--- src/rtl/if_pkg.sv ---
// -----------------------------------------------------------------------------
// if_pkg
// Shared definitions for the instruction-fetch controller:
//   - PC-select encodings driven by the EX-stage branch/jump resolver
//   - fetch FSM state type
//   - default reset PC and the bubble instruction (addi x0,x0,0)
// No ports; imported by if_pc_next and if_fetch_ctrl.
// -----------------------------------------------------------------------------
package if_pkg;

    // PC-select encodings coming from EX. RSV behaves like SEQ.
    localparam logic [1:0] PC_SEL_SEQ  = 2'b00;
    localparam logic [1:0] PC_SEL_BR   = 2'b01;
    localparam logic [1:0] PC_SEL_JALR = 2'b10;
    localparam logic [1:0] PC_SEL_RSV  = 2'b11;

    // Bubble instruction and default reset vector
    localparam logic [31:0] NOP_INSTR_DEF = 32'h0000_0013;
    localparam logic [31:0] RESET_PC_DEF  = 32'h0000_0000;

    // Fetch FSM:
    //   ST_FETCH - request at PC, response expected this cycle
    //   ST_WAIT  - memory not ready yet, request held at PC
    //   ST_KILL  - redirect arrived while a request was outstanding; the old
    //              request is kept on the bus until it completes, then dropped
    typedef enum logic [1:0] {
        ST_FETCH = 2'd0,
        ST_WAIT  = 2'd1,
        ST_KILL  = 2'd2
    } fetch_state_e;

endpackage

--- src/rtl/if_pc_next.sv ---
// -----------------------------------------------------------------------------
// if_pc_next
// Combinational next-PC selection for the fetch controller.
// Ports:
//   pc_i          current PC
//   flush_i       EX-stage redirect request
//   pc_sel_i      PC-select encoding (see if_pkg)
//   br_target_i   branch/JAL target
//   jalr_target_i JALR target (bit 0 cleared here)
//   pc_seq_o      pc_i + 4 (wraps modulo 2^XLEN)
//   target_o      redirect target with bits [1:0] forced to zero
//   redirect_o    flush_i with a branch or JALR select
//   misalign_o    redirect whose target was not word aligned
// -----------------------------------------------------------------------------
module if_pc_next
    import if_pkg::*;
#(
    parameter int XLEN = 32
) (
    input  logic [XLEN-1:0] pc_i,
    input  logic            flush_i,
    input  logic [1:0]      pc_sel_i,
    input  logic [XLEN-1:0] br_target_i,
    input  logic [XLEN-1:0] jalr_target_i,
    output logic [XLEN-1:0] pc_seq_o,
    output logic [XLEN-1:0] target_o,
    output logic            redirect_o,
    output logic            misalign_o
);

    logic [XLEN-1:0] raw_target;

    // Pick the raw target first so that the misalignment check sees the
    // JALR address after its architectural bit-0 clear, then word-align it
    // for the PC register.
    always_comb begin
        raw_target = br_target_i;
        if (pc_sel_i == PC_SEL_JALR) begin
            raw_target = {jalr_target_i[XLEN-1:1], 1'b0};
        end
        redirect_o = flush_i & ((pc_sel_i == PC_SEL_BR) | (pc_sel_i == PC_SEL_JALR));
        misalign_o = redirect_o & (raw_target[1:0] != 2'b00);
        target_o   = {raw_target[XLEN-1:2], 2'b00};
    end

    assign pc_seq_o = pc_i + XLEN'(4);

endmodule

--- src/rtl/if_fetch_ctrl.sv ---
// -----------------------------------------------------------------------------
// if_fetch_ctrl
// Fetch stage: owns the PC, issues instruction-memory requests with a ready
// handshake, loads the IF/ID register and applies EX-stage redirects by
// loading the new PC and squashing wrong-path fetches with a NOP bubble.
// Ports:
//   clk, rst_n                 clock, async active-low reset
//   flush_i, pc_sel_i          EX redirect request and PC-select
//   br_target_i, jalr_target_i redirect targets
//   stall_i                    hazard stall, freezes PC and IF/ID
//   imem_req_o, imem_addr_o    fetch request / address
//   imem_ready_i, imem_rdata_i same-cycle response
//   ifid_pc_o, ifid_pc4_o      PC and PC+4 of the IF/ID instruction
//   ifid_instr_o, ifid_valid_o IF/ID instruction and valid flag
//   misalign_o                 one-cycle pulse on a misaligned redirect
// -----------------------------------------------------------------------------
module if_fetch_ctrl
    import if_pkg::*;
#(
    parameter int              XLEN      = 32,
    parameter logic [XLEN-1:0] RESET_PC  = RESET_PC_DEF,
    parameter logic [31:0]     NOP_INSTR = NOP_INSTR_DEF
) (
    input  logic            clk,
    input  logic            rst_n,
    input  logic            flush_i,
    input  logic [1:0]      pc_sel_i,
    input  logic [XLEN-1:0] br_target_i,
    input  logic [XLEN-1:0] jalr_target_i,
    input  logic            stall_i,
    output logic            imem_req_o,
    output logic [XLEN-1:0] imem_addr_o,
    input  logic            imem_ready_i,
    input  logic [31:0]     imem_rdata_i,
    output logic [XLEN-1:0] ifid_pc_o,
    output logic [XLEN-1:0] ifid_pc4_o,
    output logic [31:0]     ifid_instr_o,
    output logic            ifid_valid_o,
    output logic            misalign_o
);

    fetch_state_e    state_q;
    logic [XLEN-1:0] pc_q;
    logic [XLEN-1:0] kill_addr_q;
    logic [XLEN-1:0] ifid_pc_q;
    logic [XLEN-1:0] ifid_pc4_q;
    logic [31:0]     ifid_instr_q;
    logic            ifid_valid_q;
    logic            misalign_q;

    logic [XLEN-1:0] pc_seq_d;
    logic [XLEN-1:0] target_d;
    logic            redirect_d;
    logic            misalign_d;

    if_pc_next #(
        .XLEN (XLEN)
    ) u_pc_next (
        .pc_i          (pc_q),
        .flush_i       (flush_i),
        .pc_sel_i      (pc_sel_i),
        .br_target_i   (br_target_i),
        .jalr_target_i (jalr_target_i),
        .pc_seq_o      (pc_seq_d),
        .target_o      (target_d),
        .redirect_o    (redirect_d),
        .misalign_o    (misalign_d)
    );

    // Every state requests continuously, so the request simply follows reset.
    // In KILL the PC already holds the redirect target while the bus must keep
    // presenting the abandoned address until memory completes it.
    assign imem_req_o   = rst_n;
    assign imem_addr_o  = (state_q == ST_KILL) ? kill_addr_q : pc_q;
    assign ifid_pc_o    = ifid_pc_q;
    assign ifid_pc4_o   = ifid_pc4_q;
    assign ifid_instr_o = ifid_instr_q;
    assign ifid_valid_o = ifid_valid_q;
    assign misalign_o   = misalign_q;

    // Fetch FSM together with the PC and IF/ID registers.
    // FETCH and WAIT behave identically except for where a redirect goes: a
    // redirect in WAIT with the response still missing must wait it out in
    // KILL. Priority is redirect, then a plain squash (flush with a sequential
    // select), then stall, then normal capture. A bubble only replaces the
    // instruction and valid flag; the IF/ID PC fields keep their old values.
    always_ff @(posedge clk or negedge rst_n) begin
        if (!rst_n) begin
            state_q      <= ST_FETCH;
            pc_q         <= RESET_PC;
            kill_addr_q  <= '0;
            ifid_pc_q    <= '0;
            ifid_pc4_q   <= '0;
            ifid_instr_q <= NOP_INSTR;
            ifid_valid_q <= 1'b0;
            misalign_q   <= 1'b0;
        end else begin
            misalign_q <= misalign_d;
            case (state_q)
                ST_FETCH, ST_WAIT: begin
                    if (redirect_d) begin
                        pc_q         <= target_d;
                        ifid_instr_q <= NOP_INSTR;
                        ifid_valid_q <= 1'b0;
                        if ((state_q == ST_WAIT) && !imem_ready_i) begin
                            state_q     <= ST_KILL;
                            kill_addr_q <= pc_q;
                        end else begin
                            state_q <= ST_FETCH;
                        end
                    end else if (flush_i) begin
                        ifid_instr_q <= NOP_INSTR;
                        ifid_valid_q <= 1'b0;
                        if (!stall_i) begin
                            if (imem_ready_i) begin
                                pc_q    <= pc_seq_d;
                                state_q <= ST_FETCH;
                            end else begin
                                state_q <= ST_WAIT;
                            end
                        end
                    end else if (stall_i) begin
                        state_q <= state_q;
                    end else if (imem_ready_i) begin
                        ifid_pc_q    <= pc_q;
                        ifid_pc4_q   <= pc_seq_d;
                        ifid_instr_q <= imem_rdata_i;
                        ifid_valid_q <= 1'b1;
                        pc_q         <= pc_seq_d;
                        state_q      <= ST_FETCH;
                    end else begin
                        ifid_instr_q <= NOP_INSTR;
                        ifid_valid_q <= 1'b0;
                        state_q      <= ST_WAIT;
                    end
                end
                ST_KILL: begin
                    ifid_instr_q <= NOP_INSTR;
                    ifid_valid_q <= 1'b0;
                    if (redirect_d) begin
                        pc_q <= target_d;
                    end
                    if (imem_ready_i) begin
                        state_q <= ST_FETCH;
                    end
                end
                default: begin
                    state_q <= ST_FETCH;
                end
            endcase
        end
    end

endmodule
--- config.mk ---
export PLATFORM = sky130hd
export DESIGN_NAME = if_fetch_ctrl
export DESIGN_NICKNAME = d
export VERILOG_FILES = /design/src/rtl/if_pkg.sv /design/src/rtl/if_pc_next.sv /design/src/rtl/if_fetch_ctrl.sv
export SDC_FILE = /design/constraint.sdc
export NUM_CORES = 1
export LEC_CHECK = 0
export CAP_MARGIN = 25
export CORE_MARGIN = 2
export CORE_UTILIZATION = 44
export CTS_BUF_LIST = sky130_fd_sc_hd__clkbuf_4
export DETAILED_ROUTE_END_ITERATION = 8
export GPL_ROUTABILITY_DRIVEN = 0
export PLACE_DENSITY = 0.78
export RECOVER_POWER = 100
export SLEW_MARGIN = 25
export SYNTH_ARGS = -nofsm -noshare
export SYNTH_HDL_FRONTEND = slang
export SYNTH_HIERARCHICAL = 1
export SYNTH_SLANG_ARGS = --single-unit
--- constraint.sdc ---
create_clock -name clk -period 2.2 [get_ports clk]
set_clock_uncertainty 0.2 [all_clocks]
set_input_delay 0.66 -clock clk [delete_from_list [all_inputs] [get_ports clk]]
set_output_delay 0.66 -clock clk [all_outputs]
set_load 0.02 [all_outputs]
Yosys cells after proc, flatten, opt, wreduce, memory -nomap -nowiden
Index checks and enable logic that the tools add are counted.
- bits in registers: 164
- bits of input ports: 103
- output and inout port bits: 131
- add/subtract/negate cells: 1
- multiplexer cells: 23
- equality and inequality tests: 9
- reductions and logical operators: 11
- bitwise gates (word level): 6
- operators by type and width (kind ; count):
    $mux W32 ; 10
    $pmux W32 S2 ; 2
    $add A32 B3 Y32 const B ; 1
    $mux W2 ; 4
    $ne A3 B3 Y1 const B ; 2
    $mux W1 ; 5
    $reduce_and A5 Y1 ; 1
    $eq A2 B1 Y1 const B ; 2
    $eq A2 B2 Y1 const B ; 2
    $ne A2 B2 Y1 const B ; 2
    $ne A4 B4 Y1 const B ; 1
    $pmux W2 S2 ; 1
    $reduce_and A2 Y1 ; 2
    $reduce_and A4 Y1 ; 1
    $reduce_bool A2 Y1 ; 2
    $not A1 Y1 ; 3
    $reduce_and A3 Y1 ; 1
    $and A1 B1 Y1 ; 2
    $logic_not A2 Y1 ; 1
    $pmux W1 S2 ; 1
    $reduce_or A2 Y1 ; 1
    $logic_and A1 B1 Y1 ; 1
    $logic_not A1 Y1 ; 1
    $or A1 B1 Y1 ; 1

Logic depth before layout (Yosys ltp)
Gate-level depths: netlist of the first run.
- depth in word-level cells: 5
- mapped depth: 9
- mapped depth without buffers: 7

Hierarchy
Netlist of the first run, hierarchy kept.
- by module, submodules not included (module ; cells an instance ; seq. area each (µm²) ; area an instance (µm²) ; times used):
    if_fetch_ctrl ; 504 ; 4107.7 ; 6577.6 ; 1
    if_pc_next ; 125 ; 0.0 ; 1017.2 ; 1

Worst setup path after synthesis of the first run
Ideal clock, no wire load.
- kind: input-to-reg
- start point: in pc_sel_i[0]
- end point: reg ifid_pc_q[4], in the netlist ifid_pc_o[4]
- arrival time: 2.371 ns
- slack: -0.498 ns
- stages: 9
- buffers on the path: 3
- setup time: 0.128 ns
- data required time: 1.872 ns
- cells stage by stage: inv_1 ha_1 nor2b_1 or4b_1 buf_4 nor2_8 buf_8 buf_8 mux2_1
- cells in the longest elaborated chain, start to end: 5
- elaborated cells between the ends (all ways): 6
- classes of those cells: eq/ne: 2; bitwise: 3; reduce/logical: 1
- ends and longest elaborated chain (element ; RTL line ; RTL):
    start: declaration ; if_fetch_ctrl.sv:27 ; input logic [1:0] pc_sel_i,
    $eq A2 B1 Y1 / $eq A2 B2 Y1 (equally long branches) ; if_pc_next.sv:41 ; redirect_o = flush_i & ((pc_sel_i == PC_SEL_BR) | (pc_sel_i == PC_SEL_JALR));
    $or A1 B1 Y1 (*) ; if_pc_next.sv:41 ;
    $and A1 B1 Y1 (*) ; if_pc_next.sv:41 ;
    net redirect_d ; if_fetch_ctrl.sv:53 ; logic redirect_d;
    $not A1 Y1 (no source line) (*) ; - ;
    $reduce_and A5 Y1 (no source line) (*) ; - ;
    end signal: assignment ; if_fetch_ctrl.sv:125 ; ifid_pc_q <= pc_q;
    end: declaration ; if_fetch_ctrl.sv:45 ; logic [XLEN-1:0] ifid_pc_q;
The timed path passes the listed nets; every way through them passes the cells marked *.
A chain may end at the register's enable or synchronous reset.

Worst setup path after layout of the first run
- start point: reg state_q[0]
- end point: out imem_addr_o[5]
- cells in the longest elaborated chain, start to end: 2
- ends and longest elaborated chain (element ; RTL line ; RTL):
    start: declaration ; if_fetch_ctrl.sv:42 ; fetch_state_e state_q;
    start signal: assignment ; if_fetch_ctrl.sv:123 ; state_q <= state_q;
    $eq A2 B2 Y1 ; if_fetch_ctrl.sv:74 ; assign imem_addr_o = (state_q == ST_KILL) ? kill_addr_q : pc_q;
    $mux W32 ; if_fetch_ctrl.sv:74 ;
    end: declaration ; if_fetch_ctrl.sv:32 ; output logic [XLEN-1:0] imem_addr_o,
No other way between the ends.

==> results.json, run 1 <==
{
  "status": "complete, but fails checks",
  "violations": "setup timing",
  "fin_crit_sh": 1.21,
  "vias": 6456,
  "synth-xor-area-share": 0.0323,
  "clk_latency_ns": 0.60,
  "synth_top_cell_by_area": "dfrtp_1",
  "synth_mux_area_frac": 0.187,
  "dp_hpwl_mm": 14.6,
  "synth_top_family_by_area": "multiplexers",
  "grt_pass1_vias": 6576,
  "synth.top_cells.by_area": "dfrtp_1 53%, mux2_2 14%, mux2_1 4.4%",
  "seq_power_share": 0.389,
  "dieArea_um2": 18300,
  "clk_pin_slew_ns": 0.16,
  "cts_tree": "done",
  "yosys.area_share.simple": 0.0684,
  "p_clk_frac": 0.165,
  "hp-class": "reg -> reg",
  "synth_top_area_frac": 0.530,
  "comb_power_share": 0.446,
  "drtIter0Drc": 451,
  "power.switching_w": 0.00441,
  "pin_count": 234,
  "grt_max_degree": 87,
  "cts.htree.levels": 4,
  "worstSetupStartpointType": "register",
  "drc": 0,
  "die_w_um": 135,
  "antenna_found_initial": 1,
  "nets": 1064,
  "drive_above_1_share": 0.448,
  "pre_cts_slack_ns": -1.19,
  "place_area_um2": 10800,
  "die_height_um": 135,
  "critPathMaxFanout": 14,
  "overflow": 0,
  "power.leakage_nw": 5.30,
  "numCtsBuffers": 17,
  "synth_fa_ha_area_frac": 0.00329,
  "met1_usage": 0.331,
  "rsz0062_at_grt": "yes",
  "core_um2": 17100,
  "hold_violations": 0,
  "cts.sinks": 164,
  "final_cell_area_um2": 11800,
  "drt_wl_total_mm": 24.2,
  "synth_compound_area_frac": 0.114,
  "rows": 48,
  "wl_per_cell_um": 20.2,
  "busiest_layer": "met2",
  "synth_seq_cells": 164,
  "nFillCells": 1243,
  "first_pass_iters": 5,
  "port-buffer-count": 232,
  "power.internal_w": 0.00728,
  "grt_pass1_wl_mm": 36.2,
  "met3_usage": 0.0748,
  "crit_arrival_ns": 1.80,
  "multi_input_area_um2": 3660,
  "synth_area_per_cell_um2": 12.1,
  "synthesis.area_um2": 7590,
  "via_per_inst": 5.39,
  "area_growth_pct": 55.7,
  "powerDensity_nw_per_um2": 989,
  "synthCells": 629,
  "max_slew_margin": 0.371,
  "track_usage": 0.258,
  "timing.final.ws_setup_ns": -0.464,
  "register_area_um2": 4110,
  "synth_cell_types": 40,
  "swShare": 0.377,
  "finalPower_w": 0.0117,
  "min_period_ns": 2.66,
  "clk_path_buf_depth": 2,
  "met2_usage": 0.431,
  "ant_nets": 0,
  "ir_drop_v": 0.000631,
  "max_freq_mhz": 375,
  "critical_path_required_ns": 1.34,
  "setup_tns_ns": -23.57,
  "whs_ns": 0.298,
  "root_buffer": "clkbuf_4",
  "endpoint_kind": "output port",
  "setup_viol": 166,
  "max_cap_viol_count": 0,
  "initial_utilization": 0.445,
  "slew_violations": 0,
  "yosysSeqAreaShare": 0.541,
  "tightestPinTransition_ns": 0.943,
  "yosysWarningCount": 6,
  "crit_type": "reg -> out"
}
per-layer routing:
layer,vias to the layer above,wire length (um)
li1,2918,-
met1,3272,10200
met2,241,12000
met3,25,1680
met4,0,360
met5,-,0
stage by stage:
stage	std cells	utilization
4_1_cts	1163	0.690
3_3_place_gp	1108	0.632
3_5_place_dp	1108	0.632
2_1_floorplan	630	-
6_report	1198	0.693
5_1_grt	1198	0.693
logic make-up after synthesis:
family | count (synthesis)
XOR/XNOR | 28
flip-flops | 164
AO/OA/AOI/OAI | 136
multiplexers | 126
other | 1
AND/OR/NAND/NOR | 91
buffers and inverters | 81
adder cells (fa/ha/maj) | 2
cell type report:
class                      count  share of cell area
sequential                   164               0.348
multi-input combinational    385               0.309
timing repair buffer         355               0.280
tap                          225              0.0238
clock inverter                15              0.0155
inverter                      36              0.0123
clock buffer                  17              0.0108
antenna                        1            0.000212
worst max-delay path, cell delays in order (launching register included):
cell and delay [ns]:
dfrtp_1 0.43, nor2b_4 0.17, buf_12 0.15, buf_12 0.15, nand2_1 0.05, o21ai_0 0.07
buf_2 0.19
worst paths after layout:
| check | start | end | slack [ns] | cells past startpoint |
|---|---|---|---|---|
| setup / recovery | state_q[0] | imem_addr_o[5] | -0.46 | 6 |
| hold / removal | ifid_valid_o | ifid_valid_o | 0.30 | 1 |
| setup reg to reg | state_q[1] | ifid_pc4_o[0] | -0.06 | 6 |
| hold reg to reg | ifid_valid_o | ifid_valid_o | 0.30 | 1 |
| max in group asynchronous | rst_n | ifid_instr_o[4] | 0 | 4 |
| min in group asynchronous | rst_n | ifid_pc4_o[14] | 0.63 | 3 |
sequential cells by signal, summed over array words and instances, names as in the netlist:
| register | count |
|---|---|
| misalign_o | 1 |
| ifid_pc4_o | 32 |
| ifid_pc_o | 32 |
| pc_q | 32 |
| kill_addr_q | 32 |
| state_q | 2 |
| ifid_instr_o | 32 |
| ifid_valid_o | 1 |
synth_stat cells (all sizes together):
cell,n
a21bo,1
a21o,2
a21oi,33
a22o,30
a22oi,1
and2,2
and3,6
and4,2
buf,24
clkbuf,21
conb,1
dfrtp,161
dfstp,3
ha,2
inv,36
mux2,126
nand2,41
nand2b,1
nand3,14
nand4,8
nor2,5
nor2b,2
nor3,5
nor4,3
nor4bb,1
o21ai,32
o22ai,32
o311a,1
o31a,1
o32a,3
or4b,1
xnor2,21
xor2,7
power by group through the flow:
| stage | sequential (W) | combinational (W) | clock (W) |
|---|---|---|---|
| floorplan | 0.00522 | 0.00191 | 0 |
| global placement | 0.00453 | 0.00485 | 0 |
| detailed placement | 0.00456 | 0.00494 | 0 |
| CTS | 0.00452 | 0.00504 | 0.00196 |
| global route | 0.00467 | 0.00553 | 0.00209 |
| finish | 0.00455 | 0.00521 | 0.00193 |
layout by cell type, fill, tap and decap left out, drive strengths merged, types with 3 or more instances in the layout:
cell	netlist	final
nand2	41	41
o21ai	32	32
xnor2	21	21
xor2	7	7
clkdlybuf4s15	0	24
inv	36	44
nand3	14	14
nor4	3	3
clkdlybuf4s50	0	98
nor2	5	5
a22o	30	30
buf	24	151
clkbuf	21	97
o22ai	32	32
and3	6	6
nand4	8	8
dfstp	3	3
a21oi	33	33
o32a	3	3
nor3	5	5
dfrtp	161	161
clkinv	0	6
mux2	126	126
what timing repair did:
action | CTS | global route
buffers inserted | 15 | 33
pin swaps | 8 | 28
gates resized for setup | 518 | 124
setup endpoints to repair | 291 | 178
hold buffers | 1 | 0
gates cloned | 9 | 3
endpoints found under the hold margin | 34 | 0
No activity file was read; power rests on OpenSTA's default activity.
==> run 2, diff against run 1 <==
- SETUP_SLACK_MARGIN: not set -> 0.4
- SLEW_MARGIN: 25 -> 30
- TNS_END_PERCENT: not set -> 10
==> run 2 against run 1 <==
The flow still finishes with violations (setup timing); clock-buffer cell count is the same; utilization shrank 5.5 points; clock power shrank 13%; register-to-register slack lost 0.11 ns; cell area shrank 7.9%; first-iteration DRC count shrank 31%; die area is the same; non-clock buffer count shrank 40; via count shrank 5.5%; critical path depth is the same; combinational power shrank 15%.
==> results.json, run 2 (synthesis gave the netlist of run 1 again) <==
{
  "cts.htree.levels": 4,
  "vias": 6098,
  "crit_type": "reg -> out",
  "tightestPinTransition_ns": 0.967,
  "track_usage": 0.237,
  "dp_hpwl_mm": 14.5,
  "wl_per_cell_um": 18.7,
  "endpoint_kind": "output port",
  "comb_power_share": 0.417,
  "power.internal_w": 0.00658,
  "max_freq_mhz": 377,
  "rsz0062_at_grt": "yes",
  "max_cap_viol_count": 0,
  "hold_violations": 0,
  "core_um2": 17100,
  "drc": 0,
  "final_common_cell": "dfrtp_1",
  "first_pass_iters": 5,
  "drtIter0Drc": 312,
  "seq_power_share": 0.426,
  "critPathMaxFanout": 8,
  "power.leakage_nw": 4.77,
  "crit_arrival_ns": 1.79,
  "rows": 48,
  "slew_violations": 0,
  "violations": "setup timing",
  "area_growth_pct": 43.4,
  "port-buffer-count": 232,
  "worstSetupStartpointType": "register",
  "drive_above_1_share": 0.373,
  "final_cell_mix": "159 x dfrtp_1, 96 x clkdlybuf4s50_1, 90 x mux2_2, 72 x clkbuf_1, 63 x buf_4",
  "power.switching_w": 0.00409,
  "clk_pin_slew_ns": 0.15,
  "pre_cts_slack_ns": -1.21,
  "nets": 1024,
  "overflow": 0,
  "critical_path_required_ns": 1.34,
  "hp-class": "in -> async",
  "dieArea_um2": 18300,
  "status": "complete, but fails checks",
  "via_per_inst": 5.27,
  "min_period_ns": 2.65,
  "swShare": 0.383,
  "grt_pass1_wl_mm": 33.5,
  "p_clk_frac": 0.157,
  "worstPathCellList": "nor2b_4 -> buf_12 -> buf_4 -> nand2_1 -> o21ai_0 -> buf_2",
  "clk_latency_ns": 0.54,
  "powerDensity_nw_per_um2": 980,
  "max_slew_margin": 0.356,
  "die_height_um": 135,
  "cpMaxStageDelayCell": "dfrtp_1",
  "drt_wl_total_mm": 21.7,
  "slowest_delay_ns": 0.44,
  "die_w_um": 135,
  "initial_utilization": 0.445,
  "fin_crit_sh": 1.21,
  "pin_count": 234,
  "crit_family": "buffers and inverters",
  "ir_drop_v": 0.000548,
  "grt_pass1_vias": 6518,
  "ant_nets": 0,
  "root_buffer": "clkbuf_4",
  "timing.final.ws_setup_ns": -0.452,
  "setup_viol": 187,
  "crit_buf_inv": 3,
  "setup_tns_ns": -28.00,
  "numCtsBuffers": 17,
  "cts_tree": "done",
  "grt_max_degree": 85,
  "clk_path_buf_depth": 2,
  "antenna_found_initial": 1,
  "cts.sinks": 164
}
-- run 2: metal layers --
metal  vias up  part of all wire  track usage
met5         -                 0            0
met4         0             0.013       0.0573
met3        18             0.060       0.0655
met2       198              0.51        0.409
met1      3046              0.42        0.295
li1       2836                 -            -
-- run 2: final timing paths --
kind                               start             end  slack, ns  cells past startpoint
setup / recovery              state_q[0]  imem_addr_o[8]      -0.45                      6
hold / removal                     rst_n   ifid_pc_o[14]       0.17                      2
setup reg to reg              state_q[1]  ifid_pc4_o[21]      -0.17                      7
hold reg to reg            ifid_pc_o[28]   ifid_pc_o[28]       0.30                      1
max in group asynchronous          rst_n         pc_q[2]       0.33                      3
min in group clk           ifid_pc_o[28]   ifid_pc_o[28]       0.30                      1
-- run 2: area by class of cell --
class	instances	area (um2)
Fill cell	1372	6170
Tap cell	225	282
Inverter	36	143
Timing Repair Buffer	315	2630
Multi-Input combinational cell	385	3460
Clock buffer	17	128
Clock inverter	15	131
Sequential cell	164	4110
Antenna cell	1	2.50
-- run 2: power groups by stage --
stage / Sequential, W / Combinational, W / Clock, W
final: 0.00455 / 0.00445 / 0.00167
after global routing: 0.00467 / 0.00476 / 0.00186
after CTS: 0.00461 / 0.00498 / 0.00173
after detailed placement: 0.00454 / 0.00482 / 0
after global placement: 0.00450 / 0.00472 / 0
after floorplan: 0.00520 / 0.00174 / 0
-- run 2: per-stage QoR --
| stage | util | cell area [um2] | instances | total power (W) | hold WS [ns] |
|---|---|---|---|---|---|
| 6_report | 0.638 | 10900 | 1158 | 0.0107 | 0.167 |
| 5_1_grt | 0.638 | 10900 | 1158 | 0.0113 | 0.187 |
| 4_1_cts | 0.666 | 11400 | 1157 | 0.0113 | -0.0846 |
| 3_5_place_dp | 0.628 | 10700 | 1115 | 0.00936 | 0.274 |
| 3_3_place_gp | 0.628 | 10700 | 1115 | 0.00923 | 0.258 |
| 2_1_floorplan | - | 7680 | 630 | 0.00694 | 0.164 |
-- run 2: repair_timing --
item,4_1_cts,5_1_grt
resized for setup,736,160
endpoints found under the setup margin,293,293
cloned,4,0
hold endpoints to repair,35,35
buffers inserted,6,0
pin swaps,4,14
